$ cat src/rtl/game_flow_controller.sv
// Central T-Rex game sequencer: INIT/RUN/DEAD FSM, scroll-speed ramp and
// pseudo-random obstacle spawn scheduler.
//   clk        : system clock
//   rst        : asynchronous active-low reset
//   frame_tick : one-cycle pulse per video frame
//   jump       : debounced jump button level
//   collide    : dino/obstacle pixel overlap
//   spawn      : spawn handshake (master side)
//   game_state : 00 INIT, 01 RUN, 10 DEAD
//   dx         : scroll pixels per frame, 0 outside RUN
package game_flow_controller_pkg;
  typedef enum logic [1:0] {
    S_INIT = 2'b00,
    S_RUN  = 2'b01,
    S_DEAD = 2'b10
  } state_t;
endpackage

module game_flow_controller
  import game_flow_controller_pkg::*;
#(
  parameter int unsigned DX_INIT     = 5,
  parameter int unsigned DX_MAX      = 12,
  parameter int unsigned RAMP_FRAMES = 600,
  parameter int unsigned GAP_MIN     = 40,
  parameter int unsigned GAP_MASK    = 63,
  parameter int unsigned DEAD_HOLD   = 30,
  parameter logic [15:0] LFSR_SEED   = 16'hACE1
) (
  input  logic                          clk,
  input  logic                          rst,
  input  logic                          frame_tick,
  input  logic                          jump,
  input  logic                          collide,
  game_flow_controller_if.master        spawn,
  output logic [1:0]                    game_state,
  output logic [3:0]                    dx
);

  state_t      state, state_n;
  logic [3:0]  speed, speed_n;
  logic [15:0] ramp_cnt, ramp_n;
  logic [7:0]  gap_cnt, gap_n;
  logic [15:0] hold_cnt, hold_n;
  logic [15:0] lfsr, lfsr_n;
  logic        jump_q;
  logic        req, req_n;
  logic [1:0]  stype, stype_n;
  logic        jump_rise;
  logic [7:0]  gap_load;

  assign jump_rise = jump & ~jump_q;
  assign gap_load  = 8'(16'(GAP_MIN) + (lfsr & 16'(GAP_MASK)));

  assign spawn.spawn_req  = req;
  assign spawn.spawn_type = stype;

  always_comb begin
    state_n = state;
    speed_n = speed;
    ramp_n  = ramp_cnt;
    gap_n   = gap_cnt;
    hold_n  = hold_cnt;
    req_n   = req;
    stype_n = stype;
    lfsr_n  = {1'b0, lfsr[15:1]} ^ (lfsr[0] ? 16'hB400 : '0);

    case (state)
      S_INIT: begin
        speed_n = 4'(DX_INIT);
        ramp_n  = '0;
        gap_n   = '0;
        hold_n  = '0;
        req_n   = 1'b0;
        if (jump_rise) begin
          state_n = S_RUN;
          gap_n   = gap_load;
        end
      end
      S_RUN: begin
        // A collision overrides every other same-cycle update: speed and
        // ramp stay frozen and any pending spawn is dropped.
        if (collide) begin
          state_n = S_DEAD;
          req_n   = 1'b0;
          gap_n   = '0;
        end else begin
          if (frame_tick) begin
            if (ramp_cnt == 16'(RAMP_FRAMES - 1)) begin
              ramp_n = '0;
              if (speed < 4'(DX_MAX)) speed_n = speed + 4'd1;
            end else begin
              ramp_n = ramp_cnt + 16'd1;
            end
          end
          if (req) begin
            if (spawn.spawn_ack) begin
              req_n = 1'b0;
              gap_n = gap_load;
            end
          end else if (gap_cnt == '0) begin
            req_n   = 1'b1;
            stype_n = (lfsr[1:0] == 2'd3) ? 2'd0 : lfsr[1:0];
          end else if (frame_tick) begin
            gap_n = gap_cnt - 8'd1;
          end
        end
      end
      S_DEAD: begin
        if (frame_tick && (hold_cnt < 16'(DEAD_HOLD))) hold_n = hold_cnt + 16'd1;
        if (jump_rise && (hold_cnt == 16'(DEAD_HOLD))) state_n = S_INIT;
      end
      default: state_n = S_INIT;
    endcase
  end

  always_ff @(posedge clk or negedge rst) begin
    if (!rst) begin
      state      <= S_INIT;
      speed      <= 4'(DX_INIT);
      ramp_cnt   <= '0;
      gap_cnt    <= '0;
      hold_cnt   <= '0;
      lfsr       <= LFSR_SEED;
      jump_q     <= 1'b1;
      req        <= 1'b0;
      stype      <= '0;
      game_state <= '0;
      dx         <= '0;
    end else begin
      state      <= state_n;
      speed      <= speed_n;
      ramp_cnt   <= ramp_n;
      gap_cnt    <= gap_n;
      hold_cnt   <= hold_n;
      lfsr       <= lfsr_n;
      jump_q     <= jump;
      req        <= req_n;
      stype      <= stype_n;
      // Outputs are registered from next-state values so they line up with
      // the state register without an extra cycle of latency.
      game_state <= state_n;
      dx         <= (state_n == S_RUN) ? speed_n : '0;
    end
  end

endmodule

$ cat src/rtl/game_flow_controller_if.sv
// Spawn handshake between the game sequencer and the obstacle datapath.
//   spawn_req  : sequencer asks for a new obstacle; held until acknowledged
//   spawn_type : obstacle kind 0..2; stable while spawn_req=1
//   spawn_ack  : datapath accepted the pending spawn
interface game_flow_controller_if;
  logic       spawn_req;
  logic [1:0] spawn_type;
  logic       spawn_ack;

  modport master (output spawn_req, output spawn_type, input spawn_ack);
  modport slave  (input spawn_req, input spawn_type, output spawn_ack);
endinterface

$ cat src/flat_wrapper.sv
// flat-port wrapper written by rule: the top's interface ports become plain ports
module game_flow_controller_flat import game_flow_controller_pkg::*;
#(
  parameter int unsigned DX_INIT     = 5,
  parameter int unsigned DX_MAX      = 12,
  parameter int unsigned RAMP_FRAMES = 600,
  parameter int unsigned GAP_MIN     = 40,
  parameter int unsigned GAP_MASK    = 63,
  parameter int unsigned DEAD_HOLD   = 30,
  parameter logic [15:0] LFSR_SEED   = 16'hACE1
)
  (clk, rst, frame_tick, jump, collide, game_state, dx, spawn_spawn_req, spawn_spawn_type, spawn_spawn_ack);
  game_flow_controller_if spawn_i ();
  input  logic clk;
  input  logic rst;
  input  logic frame_tick;
  input  logic jump;
  input  logic collide;
  output logic [1:0] game_state;
  output logic [3:0] dx;
  output wire logic [$bits(spawn_i.spawn_req)-1:0] spawn_spawn_req;
  output wire logic [$bits(spawn_i.spawn_type)-1:0] spawn_spawn_type;
  input wire logic [$bits(spawn_i.spawn_ack)-1:0] spawn_spawn_ack;
  assign spawn_spawn_req = spawn_i.spawn_req;
  assign spawn_spawn_type = spawn_i.spawn_type;
  assign spawn_i.spawn_ack = spawn_spawn_ack;
  game_flow_controller #(.DX_INIT(DX_INIT), .DX_MAX(DX_MAX), .RAMP_FRAMES(RAMP_FRAMES), .GAP_MIN(GAP_MIN), .GAP_MASK(GAP_MASK), .DEAD_HOLD(DEAD_HOLD), .LFSR_SEED(LFSR_SEED)) u_core (.clk(clk), .rst(rst), .frame_tick(frame_tick), .jump(jump), .collide(collide), .spawn(spawn_i), .game_state(game_state), .dx(dx));
endmodule
$ cat config.mk
export PLATFORM = sky130hd
export DESIGN_NAME = game_flow_controller_flat
export DESIGN_NICKNAME = d
export VERILOG_FILES = /design/src/rtl/game_flow_controller.sv /design/src/rtl/game_flow_controller_if.sv /design/src/flat_wrapper.sv
export SDC_FILE = /design/constraint.sdc
export NUM_CORES = 1
export LEC_CHECK = 0
export CAP_MARGIN = 20
export CORE_UTILIZATION = 55
export CTS_CLUSTER_DIAMETER = 40
export CTS_CLUSTER_SIZE = 8
export DETAILED_ROUTE_END_ITERATION = 16
export GPL_TIMING_DRIVEN = 0
export MAX_ROUTING_LAYER = met4
export PLACE_DENSITY_LB_ADDON = 0.3
export SYNTH_ARGS = -nofsm -noshare
export SYNTH_HDL_FRONTEND = slang
export SYNTH_SLANG_ARGS = --single-unit
$ cat constraint.sdc
create_clock -name clk -period 3.9 [get_ports clk]
set_input_delay 1.17 -clock clk [delete_from_list [all_inputs] [get_ports clk]]
set_output_delay 1.17 -clock clk [all_outputs]
set_load 0.005 [all_outputs]
==> flow_summary.yaml, run 1 <==
power_and_ir_drop:
  cellPowerDensity_nw_per_um2: 537.6
  leakage_nw: 1.666
  vdd_drop_max_v: 0.0002991
  p_total_w: 0.002061
critical_path:
  worst_path_max_delay_cell: "a21oi_1"
  crit_path_start_kind: "input pin"
  crit_top_cell: "clkbuf_1"
  cp_cell_sequence: "clkdlybuf4s50_1 > nand2b_1 > clkbuf_1 > a21o_1 > clkbuf_1 > a21oi_1 > o21ba_2"
  critPathMaxStageDelay_ps: 660
  crit_path_start: "collide"
  critical-path-top-delay-family: "compound AO/OA/AOI/OAI gates"
  required_ps: 4150
  cp_data_arrival_time_ps: 3500
  rr_startpoint: "u_core.gap_cnt[4]"
  path_class: "input pin to flop"
  crit_buf_inv: 3
  cp_max_fo: 10
  cp-end-kind: "flop"
finish:
  area_delta_synth_final_pct: 14.03
  utilization_pct: 64.75
  n_antenna_cell: 0
  layoutNonFillerInstCount: 415
  layout_commonest_cell: "dfrtp_1"
  final_nets: 348
  design_area_um2: 3834
  layout_common_cells: "dfrtp_1, nand2_1, a21oi_1"
  final_layout_size_suffix_gt1_share_pct: 11.18
  fillerInstances: 477
cts:
  cts-root-buf: "clkbuf_8"
  cts_tree: "built"
  hold_buffers: 0
  clk_pin_slew_ps: 80
  clockBufferDepth: 2
  htreeDepth: 3
  clock-sinks: 70
  cts_setup_buffers: 0
  clk_latency_ps: 350
  post_cts_resized: 0
  cts_buffers: 9
synth:
  synth_top_cell_by_area: "dfrtp_1"
  synth_nets: 323
  postSynthAreaPerCell_um2: 10.85
  yosys.area.top_type_share_pct: 43.92
  synth.distinct_cells: 57
  seq_area_frac_synth_pct: 52.51
  netlist_instances: 310
  ys_ff_latch: 70
  synth_top_flop_cell: "dfrtp_1"
  synth-edff-count: 0
  syn_area_um2: 3362
  yosys_warnings: 0
  synth_area_leaders: "dfrtp_1, dfstp_2, ha_1"
  postSynth.asyncResetShare_pct: 100.0
die:
  die_h_um: 80.19
  start_util_pct: 56.78
  die_w_um: 80.19
  core-area_um2: 5921
  ios: 15
  num_rows: 28
  die-area_um2: 6430
run_status:
  status: "completed"
place:
  port_buffers: 14
  post-place-cells: 399
  hpwl_um: 4539
  gp_congestion: 0.8348
  placed_cell_area_um2: 3593
drt:
  route.detailed.drc: 0
  drt_pre_antenna_iters: 4
  antenna_left: 0
  wl_per_cell_um: 16.30
  routed_wl_um: 6766
  drt_iter0_drc: 214
  viasPerCell: 6.128
  vias: 2543
global_route:
  grt_usage_pct: 24.82
  grt_pass1_wl_um: 11650
  grt_overflow: 0
  grt_pass1_vias: 2488
  grt_max_degree: 71
  antenna_found_initial: 0
timing:
  hold_viol: 0
  min_period_ps: 3252
  fin_skew_ps: 10.99
  slew_viol_final: 0
  setup_viol: 0
  slew_headroom_pct: 35.89
  tightest_slew_ps: 952.8
  rsz0062_at_grt: "no"
  fmax_ghz: 0.3075
  period_share_pct: 83.38
worst_hold_path:
  min_from: "u_core.lfsr[9]"
  hold_class: "flop to flop"
flow_run:
  cap_violations: 0
[flip-flops by register name, summed over array words and instances, names as in the netlist]
name                     count
u_core.speed                 4
u_core.game_state            2
u_core.hold_cnt             16
u_core.spawn.spawn_type      2
u_core.dx                    4
u_core.ramp_cnt             16
u_core.lfsr                 16
u_core.jump_q                1
u_core.spawn.spawn_req       1
u_core.gap_cnt               8
[power breakdown]
| group | total [W] | internal [W] | switching [W] | leakage [nW] |
|---|---|---|---|---|
| Clock | 0.000710 | 0.000442 | 0.000268 | 0.121 |
| Combinational | 0.000523 | 0.000206 | 0.000317 | 0.615 |
| Sequential | 0.000828 | 0.000776 | 0.0000517 | 0.931 |
| Total | 0.00206 | 0.00142 | 0.000637 | 1.67 |
[stage by stage]
stage	TNS, ps	setup slack (ps)	hold WS (ps)
floorplan	0	1238	331.2
global placement	-36590	-623.3	332.3
detailed placement	0	308.4	342.4
CTS	0	658.0	353.7
global route	0	457.7	359.7
finish	0	648.3	347.7
[per-layer routing]
layer	GRT usage, %	wire length [µm]	vias to the layer above
met5	-	0	-
met4	12.14	133	0
met3	6.136	374	16
met2	35.38	3014	60
met1	33.06	3243	1258
li1	-	-	1209
[kinds of logic after synthesis]
| kind of cell | share of synthesized area, % |
|---|---|
| AO/OA/AOI/OAI | 14.40 |
| multiplexers | 3.387 |
| flip-flops | 52.51 |
| adder cells (fa/ha/maj) | 2.605 |
| XOR/XNOR | 1.824 |
| buffers and inverters | 2.493 |
| AND/OR/NAND/NOR | 22.78 |
[worst register-to-register path: stages, from the launching register on]
cell and delay, ps:
dfrtp_1 410, nor4_1 840, a21boi_1 200, o21a_1 210, clkbuf_1 200, a22o_1 250
[area by class of cell]
type	instances	area (µm²)	share of cell area, %
plain buffers	13	57.56	1.501
clock buffers	12	145.1	3.786
clock inverters	4	95.09	2.480
inverters	7	26.28	0.6854
multi-input cells	220	1513	39.46
flip-flops and latches	70	1765	46.05
well taps	75	93.84	2.448
repair buffers	14	137.6	3.590
[cells in the mapped netlist, types with 5 or more instances]
library cell / instances
a31oi_1: 6
nor2_1: 13
nor2b_1: 6
nand2b_1: 7
mux2i_1: 8
inv_1: 7
a22o_1: 6
nor4_1: 7
nor3b_1: 8
nand4_1: 9
and3_1: 5
nand3_1: 12
and2_1: 11
ha_1: 7
nand2_1: 16
clkbuf_1: 11
dfstp_2: 11
dfrtp_1: 59
a211oi_1: 5
o21ai_0: 9
a21oi_1: 15
or4_1: 7
[final timing paths]
check,endpoint,slack (ps),cells after the start
max in group asynchronous,u_core.lfsr[9],2410,1
min in group asynchronous,u_core.ramp_cnt[13],910,1
worst min-delay path,u_core.lfsr[8],350,0
worst max-delay path,u_core.ramp_cnt[11],650,7
worst max register to register,u_core.gap_cnt[5],1670,5
worst min register to register,u_core.lfsr[8],350,0
Power figures use the tool's default switching activity.
==> inputs of run 2 (changes only) <==
Clock period 3.9 ns to 3.1 ns, I/O delays scaled along.
==> run 2 against run 1 <==
Combinational power increased by 26%. Routed wire length down 0.18%. Critical path depth stayed put. Count of clock-buffer cells in the layout is the same. Cell count unchanged. Sequential power grew 26%. Register-to-register slack got worse by 780 ps. Critical endpoint unchanged. Largest power group unchanged. Highest routed layer unchanged.
==> flow_summary.yaml, run 2 (synthesis gave the netlist of run 1 again) <==
cts:
  clock-sinks: 70
  cts-root-buf: "clkbuf_8"
  htreeDepth: 3
  clockBufferDepth: 2
  clk_pin_slew_ps: 80
  cts_tree: "built"
  cts_setup_buffers: 0
  clk_latency_ps: 350
  cts_buffers: 9
timing:
  rsz0062_at_grt: "no"
  slew_headroom_pct: 37.53
  setup_viol: 0
  fin_ws_ps: 324.6
  min_period_ps: 2775
  worst_hold_slack_ps: 348.1
  hold_viol: 0
  fin_skew_ps: 9.149
  tightest_slew_ps: 928.4
  slew_viol_final: 0
  fmax_ghz: 0.3603
  period_share_pct: 89.53
  final.setup.tns_ps: 0
finish:
  n_antenna_cell: 0
  final_nets: 348
  final_layout_size_suffix_gt1_share_pct: 11.47
  top_regs: "u_core.hold_cnt: 16 flops, u_core.lfsr: 16 flops, u_core.ramp_cnt: 16 flops"
  fillerInstances: 475
  layout_commonest_cell: "dfrtp_1"
  area_delta_synth_final_pct: 14.14
  layout_common_cells: "dfrtp_1, nand2_1, a21oi_1"
  layoutNonFillerInstCount: 415
place:
  hpwl_um: 4539
  port_buffers: 14
  gp_congestion: 0.8348
  place_ws_ps: -251.6
  post-place-cells: 399
critical_path:
  crit_path_start_kind: "input pin"
  cp_max_fo: 10
  cp_data_arrival_time_ps: 3020
  ff2ff_setup_slack_ps: 890
  cp_cell_sequence: "clkdlybuf4s50_1 > nand2b_1 > clkbuf_1 > a21o_1 > clkbuf_1 > a21oi_2 > o21ba_2"
  cp-end-kind: "flop"
  worst_path_max_delay_cell: "clkdlybuf4s50_1"
  critPathMaxStageDelay_ps: 660
  crit_top_cell: "clkbuf_1"
  required_ps: 3340
  path_class: "input pin to flop"
die:
  ios: 15
  core-area_um2: 5921
  num_rows: 28
  die_h_um: 80.19
  die-area_um2: 6430
  start_util_pct: 56.78
  die_w_um: 80.19
run_status:
  status: "completed"
power_and_ir_drop:
  leakage_nw: 1.667
  cellPowerDensity_nw_per_um2: 675.5
  vdd_drop_max_v: 0.0003724
  p_total_w: 0.002592
drt:
  antenna_left: 0
  vias: 2539
  route.detailed.drc: 0
  wl_per_cell_um: 16.27
  viasPerCell: 6.118
  drt_iter0_drc: 174
  routed_wl_um: 6754
  drt_pre_antenna_iters: 4
global_route:
  grt_pass1_wl_um: 11650
  antenna_found_initial: 0
  grt_max_degree: 71
  grt_usage_pct: 24.82
  grt_overflow: 0
  grt_pass1_vias: 2488
flow_run:
  cap_violations: 0
worst_hold_path:
  hold_class: "flop to flop"
==> run 2: repair_timing <==
item | 4_1_cts | 5_1_grt
endpoints found under the setup margin | 0 | 7
hold buffers | 0 | 0
resized for setup | 0 | 1
==> run 2: path summary, 6_finish.rpt <==
check                                  startpoint                  end  cells after the start
worst max register to register  u_core.gap_cnt[4]    u_core.gap_cnt[5]                      5
max in group asynchronous                     rst       u_core.lfsr[9]                      1
worst min-delay path               u_core.lfsr[9]       u_core.lfsr[8]                      0
min in group asynchronous                     rst  u_core.ramp_cnt[13]                      1
worst max-delay path                   frame_tick  u_core.ramp_cnt[11]                      7
worst min register to register     u_core.lfsr[9]       u_core.lfsr[8]                      0
==> run 2: power by group <==
group          switching, W  total, W  internal (W)
clock network      0.000333  0.000889      0.000556
registers         0.0000654   0.00104      0.000977
logic              0.000399  0.000661      0.000261
==> run 2: worst max-delay path, delay by kind of cell <==
family	cells	cell delay [ps]
buffers and inverters	3	1100
AO/OA/AOI/OAI	3	890
AND/OR/NAND/NOR	1	90
==> run 2: stage by stage <==
stage	utilization, %	cell area [µm²]
after floorplan	-	3362
after global placement	60.74	3596
after detailed placement	60.69	3593
after CTS	64.75	3834
after global routing	64.81	3837
final	64.81	3837
==> run 2: metal layers <==
metal  global-route usage, %  routed length [µm]
met1                   33.06                3219
met2                   35.38                2997
met3                   6.136                 407
met4                   12.14                 129
met5                       -                   0
==> run 2: layout make-up <==
type	instances	area (µm²)	share of cell area [%]
Sequential cell	70	1765	46.01
Clock inverter	4	95.09	2.478
Multi-Input combinational cell	220	1516	39.52
Clock buffer	12	145.1	3.782
Timing Repair Buffer	14	137.6	3.587
Inverter	7	26.28	0.6847
Tap cell	75	93.84	2.445
Buffer	13	57.56	1.500
